File: src/rtl/if_stage.sv
// rtl/if_stage.sv - instruction fetch stage with req/addr_ok/data_ok SRAM port and one-entry buffer
module if_stage #(
    parameter logic [31:0] RESET_PC  = 32'hBFC00000,
    parameter logic [4:0]  EXC_ADEL  = 5'h04
) (
    input  logic        clk,
    input  logic        rst,
    input  logic        id_allowin_in,
    output logic        if_valid_out,
    output logic [31:0] if_PC_in_flight_out,
    input  logic [31:0] id_nextPC_in,
    output logic [31:0] if_NPC_fast_out,
    input  logic        wb_ClrStpJmp_in,
    input  logic [31:0] wb_cp0_res_in,
    output logic [31:0] if_PC_out,
    output logic [31:0] if_NPC_out,
    output logic [31:0] if_NNPC_out,
    output logic [31:0] if_Instruct_out,
    output logic        if_exception_out,
    output logic [4:0]  if_ExcCode_out,
    output logic [31:0] if_error_VAddr_out,
    output logic        inst_req,
    output logic [31:0] inst_addr,
    input  logic        inst_addr_ok,
    input  logic        inst_data_ok,
    input  logic [31:0] inst_rdata
);

    typedef enum logic [1:0] {
        S_REQ    = 2'd0,
        S_WAIT   = 2'd1,
        S_HOLD   = 2'd2,
        S_CANCEL = 2'd3
    } state_t;

    state_t      r_state;
    logic [31:0] r_fetch_pc;
    logic        r_valid;
    logic [31:0] r_pc;
    logic [31:0] r_npc;
    logic [31:0] r_nnpc;
    logic [31:0] r_instr;
    logic        r_exc;
    logic [4:0]  r_exccode;
    logic [31:0] r_vaddr;

    logic        w_misaligned;

    assign w_misaligned = (r_fetch_pc[1:0] != 2'b00);

    // Request only from REQ with an aligned PC; held low while reset is asserted
    assign inst_req            = (r_state == S_REQ) && !w_misaligned && !rst;
    assign inst_addr           = r_fetch_pc;
    assign if_PC_in_flight_out = r_fetch_pc;
    assign if_NPC_fast_out     = r_fetch_pc + 32'd4;

    assign if_valid_out       = r_valid;
    assign if_PC_out          = r_pc;
    assign if_NPC_out         = r_npc;
    assign if_NNPC_out        = r_nnpc;
    assign if_Instruct_out    = r_instr;
    assign if_exception_out   = r_exc;
    assign if_ExcCode_out     = r_exccode;
    assign if_error_VAddr_out = r_vaddr;

    // Fetch FSM: redirect wins over every other event; buffer is cleared on redirect
    always_ff @(posedge clk or posedge rst) begin
        if (rst) begin
            r_state    <= S_REQ;
            r_fetch_pc <= RESET_PC;
            r_valid    <= 1'b0;
            r_pc       <= 32'd0;
            r_npc      <= 32'd0;
            r_nnpc     <= 32'd0;
            r_instr    <= 32'd0;
            r_exc      <= 1'b0;
            r_exccode  <= 5'd0;
            r_vaddr    <= 32'd0;
        end else if (wb_ClrStpJmp_in) begin
            r_fetch_pc <= wb_cp0_res_in;
            r_valid    <= 1'b0;
            r_pc       <= 32'd0;
            r_npc      <= 32'd0;
            r_nnpc     <= 32'd0;
            r_instr    <= 32'd0;
            r_exc      <= 1'b0;
            r_exccode  <= 5'd0;
            r_vaddr    <= 32'd0;
            case (r_state)
                S_REQ:    r_state <= (inst_req && inst_addr_ok) ? S_CANCEL : S_REQ;
                S_WAIT:   r_state <= inst_data_ok ? S_REQ : S_CANCEL;
                // A response landing now belongs to the old request, so nothing is left outstanding
                S_CANCEL: r_state <= inst_data_ok ? S_REQ : S_CANCEL;
                default:  r_state <= S_REQ;
            endcase
        end else begin
            case (r_state)
                S_REQ: begin
                    if (w_misaligned) begin
                        r_state   <= S_HOLD;
                        r_valid   <= 1'b1;
                        r_pc      <= r_fetch_pc;
                        r_npc     <= r_fetch_pc + 32'd4;
                        r_nnpc    <= r_fetch_pc + 32'd8;
                        r_instr   <= 32'd0;
                        r_exc     <= 1'b1;
                        r_exccode <= EXC_ADEL;
                        r_vaddr   <= r_fetch_pc;
                    end else if (inst_addr_ok) begin
                        r_state <= S_WAIT;
                    end
                end
                S_WAIT: begin
                    if (inst_data_ok) begin
                        r_state   <= S_HOLD;
                        r_valid   <= 1'b1;
                        r_pc      <= r_fetch_pc;
                        r_npc     <= r_fetch_pc + 32'd4;
                        r_nnpc    <= r_fetch_pc + 32'd8;
                        r_instr   <= inst_rdata;
                        r_exc     <= 1'b0;
                        r_exccode <= 5'd0;
                        r_vaddr   <= 32'd0;
                    end
                end
                S_HOLD: begin
                    if (id_allowin_in) begin
                        r_state    <= S_REQ;
                        r_valid    <= 1'b0;
                        r_fetch_pc <= id_nextPC_in;
                    end
                end
                default: begin
                    if (inst_data_ok) begin
                        r_state <= S_REQ;
                    end
                end
            endcase
        end
    end

endmodule
File: config.mk
export PLATFORM = sky130hd
export DESIGN_NAME = if_stage
export DESIGN_NICKNAME = d
export VERILOG_FILES = /design/src/rtl/if_stage.sv
export SDC_FILE = /design/constraint.sdc
export NUM_CORES = 1
export LEC_CHECK = 0
export BUFFER_PORTS_ARGS = -buffer_cell sky130_fd_sc_hd__buf_4
export CAP_MARGIN = 20
export CORE_ASPECT_RATIO = 1.2
export CORE_MARGIN = 10
export CORE_UTILIZATION = 35
export CTS_CLUSTER_DIAMETER = 40
export DETAILED_ROUTE_END_ITERATION = 16
export HOLD_SLACK_MARGIN = 0.1
export PLACE_DENSITY_LB_ADDON = 0.3
export SYNTH_ARGS = -nofsm -noshare
export SYNTH_HDL_FRONTEND = slang
export SYNTH_SLANG_ARGS = --single-unit
File: constraint.sdc
create_clock -name clk -period 8.1 [get_ports clk]
set_clock_uncertainty 0.2 [all_clocks]
set_input_delay 0 -clock clk [delete_from_list [all_inputs] [get_ports clk]]
set_output_delay 0 -clock clk [all_outputs]
set_load 0.05 [all_outputs]
==> flow_summary.json <==
{
  "clk_pin_slew_worst_paths_ns": 0.07,
  "whs_endpoint": "if_Instruct_out[11]$_DFFE_PP0P_",
  "synth_area_sq_um": 9440,
  "maxSlewViolCount": 0,
  "place_inst": 1530,
  "syn-instance-count": 943,
  "path_class": "primary input to flop",
  "clkLatencyLatePin_ns": 0.43,
  "vias_per_cell": 5.20,
  "max_slew.worst_pin.slew_ns": 1.08,
  "syn-mean-instance-area_sq_um": 10.0,
  "worstPathRequired_ns": 8.26,
  "internal_power_w": 0.00252,
  "grt_pass1_vias": 8948,
  "antenna_left": 0,
  "path_max_fanout": 33,
  "wl_met3_microns": 3150,
  "clk_path_buf_depth": 2,
  "firstDrtPassIters": 5,
  "ir_worst_vdd_mv": 0.187,
  "fin_total_pwr_w": 0.00522,
  "clkPwrFrac": 0.170,
  "drc_errors": 0,
  "yosysUniqueCellTypes": 60,
  "finalSetupViolations": 0,
  "ys_seq_elements": 191,
  "port-buffer-count": 361,
  "cts-resized-gates": 0,
  "ys.flop_type": "dfrtp_1",
  "fin_crit_sh": 0.421,
  "slew_headroom": 0.279,
  "rrSetupSlack_ns": 4.77,
  "whs_path_depth": 4,
  "min_period_ns": 3.41,
  "reg2reg_depth": 6,
  "grt_max_degree": 141,
  "r2r_end": "if_error_VAddr_out[22]$_DFFE_PP0P_",
  "hp-class": "primary input to flop",
  "rsz0062_at_grt": "no",
  "die_h_microns": 200,
  "final_core_util": 0.520,
  "dieArea_sq_um": 34000,
  "p_sw_w": 0.00269,
  "grtUsageTotal": 0.211,
  "ios": 366,
  "power.density_nw_per_um2": 379,
  "grt_overflow": 0,
  "whs_ns": 0.137,
  "die_x_microns": 170,
  "wl_per_cell_microns": 22.1,
  "finalHoldViolCount": 0,
  "diodes": 0,
  "drtIter0Drc": 723,
  "status": "finished clean",
  "synth-simple-area-share": 0.201,
  "synth-edff-count": 0,
  "grt_antenna_before_repair": 0,
  "synthAdderAreaFrac": 0.00795,
  "cts.sinks": 191,
  "cellLeakagePower_nw": 6.76,
  "finalWirelength_microns": 37200,
  "yosysWarningCount": 0,
  "sw_frac_of_total": 0.517,
  "hp-start": "inst_rdata[11]",
  "combPwrFrac": 0.535,
  "synth_compound_area_frac": 0.125,
  "tns_ns": 0,
  "r2r-start": "r_state[0]$_DFFE_PP0P_",
  "muxShareOfSynthArea": 0.0362,
  "gp_congestion": 0.852,
  "yosysSeqAreaShare": 0.507,
  "fin_cells": 1682,
  "grt_pass1_wl_microns": 55200,
  "syn2layout_area_growth_pct": 45.7,
  "cts_tree": "yes",
  "core_area_sq_um": 26400,
  "routedLengthMet1_microns": 14700,
  "cp_data_arrival_time_ns": 3.57,
  "cts-root-buf": "clkbuf_16",
  "num_rows": 65,
  "hpwlAfterDp_microns": 25700,
  "nNetsFinal": 1442,
  "vias": 8752,
  "crit_path_end_kind": "flop",
  "dr.max_layer_used": "met4",
  "dr_wl_met2_microns": 18400,
  "p_seq_frac": 0.295,
  "initial_core_util": 0.357,
  "synth_top_family_by_area": "simple AND/OR/NAND/NOR gates",
  "cts_htree_levels": 4,
  "synthXorXnorAreaFrac": 0.0399,
  "fmax_mhz": 293,
  "drv_cap": 0,
  "critPathLaunchType": "primary input",
  "numCtsBuffers": 17,
  "drive_above_1_share": 0.327,
  "async_flop_share": 1.00
}
## through the flow
stage          setup slack (ns)  cell area [sq um]
2_1_floorplan              2.70               9450
3_3_place_gp               4.85              12000
3_5_place_dp               4.79              12000
4_1_cts                    4.68              13800
5_1_grt                    4.50              13800
6_report                   4.69              13800
## power by group through the flow
stage / clock [W] / combinational (W) / sequential, W
2_1_floorplan: 0 / 0.00108 / 0.00232
3_3_place_gp: 0 / 0.00271 / 0.00155
3_5_place_dp: 0 / 0.00272 / 0.00155
4_1_cts: 0.000908 / 0.00280 / 0.00154
5_1_grt: 0.000945 / 0.00292 / 0.00158
6_report: 0.000887 / 0.00279 / 0.00154
## sequential cells by signal, indices dropped and copies added, names as in the netlist
name,flops
r_state,2
if_PC_out,32
if_NNPC_out,29
if_ExcCode_out,1
if_PC_in_flight_out,32
if_NPC_out,30
if_Instruct_out,32
if_error_VAddr_out,32
if_valid_out,1
## layout by cell type, fill, tap and decap left out, types with 5 or more instances in the layout
cell type / synthesis / final
mux2i_1: 33 / 33
nand4_1: 13 / 13
nand3_1: 61 / 61
nand2_1: 193 / 193
xor2_1: 13 / 13
o31ai_1: 7 / 7
a221o_1: 11 / 11
nor2_1: 20 / 19
clkbuf_16: 0 / 17
a22o_1: 50 / 50
o211ai_1: 11 / 11
o21ai_0: 57 / 57
dfrtp_1: 182 / 182
inv_1: 9 / 8
nand4_2: 5 / 5
ha_1: 6 / 6
a21o_1: 6 / 6
and2_1: 8 / 8
buf_4: 65 / 369
xnor2_1: 30 / 30
and3_1: 6 / 6
nor4_1: 19 / 19
nor3_1: 14 / 13
dfstp_2: 9 / 9
dlygate4sd3_1: 0 / 120
## worst max path at each step
stage	from	to	slack (ns)
after floorplan	rst	if_ExcCode_out[2]$_DFFE_PP0P_	2.70
after global placement	wb_ClrStpJmp_in	if_error_VAddr_out[2]$_DFFE_PP0P_	4.85
after detailed placement	wb_ClrStpJmp_in	if_error_VAddr_out[9]$_DFFE_PP0P_	4.79
after CTS	if_PC_in_flight_out[3]$_DFFE_PP0P_	if_NPC_fast_out[19]	4.68
after global routing	wb_ClrStpJmp_in	if_error_VAddr_out[12]$_DFFE_PP0P_	4.50
final	wb_ClrStpJmp_in	if_error_VAddr_out[11]$_DFFE_PP0P_	4.69
## cells by family after synthesis
group | after synthesis
flops | 191
other cells | 1
compound gates | 164
buf+inv | 130
fa+ha+maj | 6
simple gates | 374
mux | 34
xor+xnor | 43
## metal layers
| layer | up-vias | GRT usage |
|---|---|---|
| met1 | 4308 | 0.246 |
| li1 | 4049 | - |
| met2 | 351 | 0.359 |
| met5 | - | 0 |
| met4 | 0 | 0.0742 |
| met3 | 44 | 0.0694 |
## worst max-delay path, cell delays in order
cell,delay (ns)
dlygate4sd3_1,0.55
buf_4,0.23
inv_1,0.66
nand3_1,0.79
nor2_4,1.06
a22o_1,0.25
## synthesized netlist by cell type (4+ instances only)
library cell | n | share of area
buf_2 | 30 | 0.016
nand4_4 | 4 | 0.0090
nand4_2 | 5 | 0.0066
buf_4 | 65 | 0.052
nor2_1 | 20 | 0.0079
o21ai_0 | 57 | 0.030
clkbuf_1 | 24 | 0.0095
nand3_1 | 61 | 0.032
ha_1 | 6 | 0.0079
a21oi_1 | 5 | 0.0026
or3_1 | 4 | 0.0026
nor3_1 | 14 | 0.0074
nor4_1 | 19 | 0.013
xnor2_1 | 30 | 0.028
xor2_1 | 13 | 0.012
or2_2 | 4 | 0.0026
and3_1 | 6 | 0.0040
nand4_1 | 13 | 0.0086
a22o_1 | 50 | 0.046
a221o_1 | 11 | 0.012
and2_1 | 8 | 0.0053
a21o_1 | 6 | 0.0048
mux2i_1 | 33 | 0.035
dfstp_2 | 9 | 0.025
dfrtp_1 | 182 | 0.48
o21ai_1 | 4 | 0.0021
o211ai_1 | 11 | 0.0087
inv_1 | 9 | 0.0036
nand2_1 | 193 | 0.077
o31ai_1 | 7 | 0.0056
## repair_timing
| action | 4_1_cts | 5_1_grt |
|---|---|---|
| buffers inserted | 0 | 0 |
| hold buffers | 120 | 0 |
| hold endpoints to repair | 196 | 0 |
## area by class of cell
type                            instances  area [sq um]
Clock buffer                           21           450
Clock inverter                         11           154
Fill cell                            2374         12700
Inverter                                9          41.3
Multi-Input combinational cell        625          3910
Sequential cell                       191          4790
Tap cell                              335           419
Timing Repair Buffer                  490          3990
Note: power is estimated with default switching activity, not from simulation.
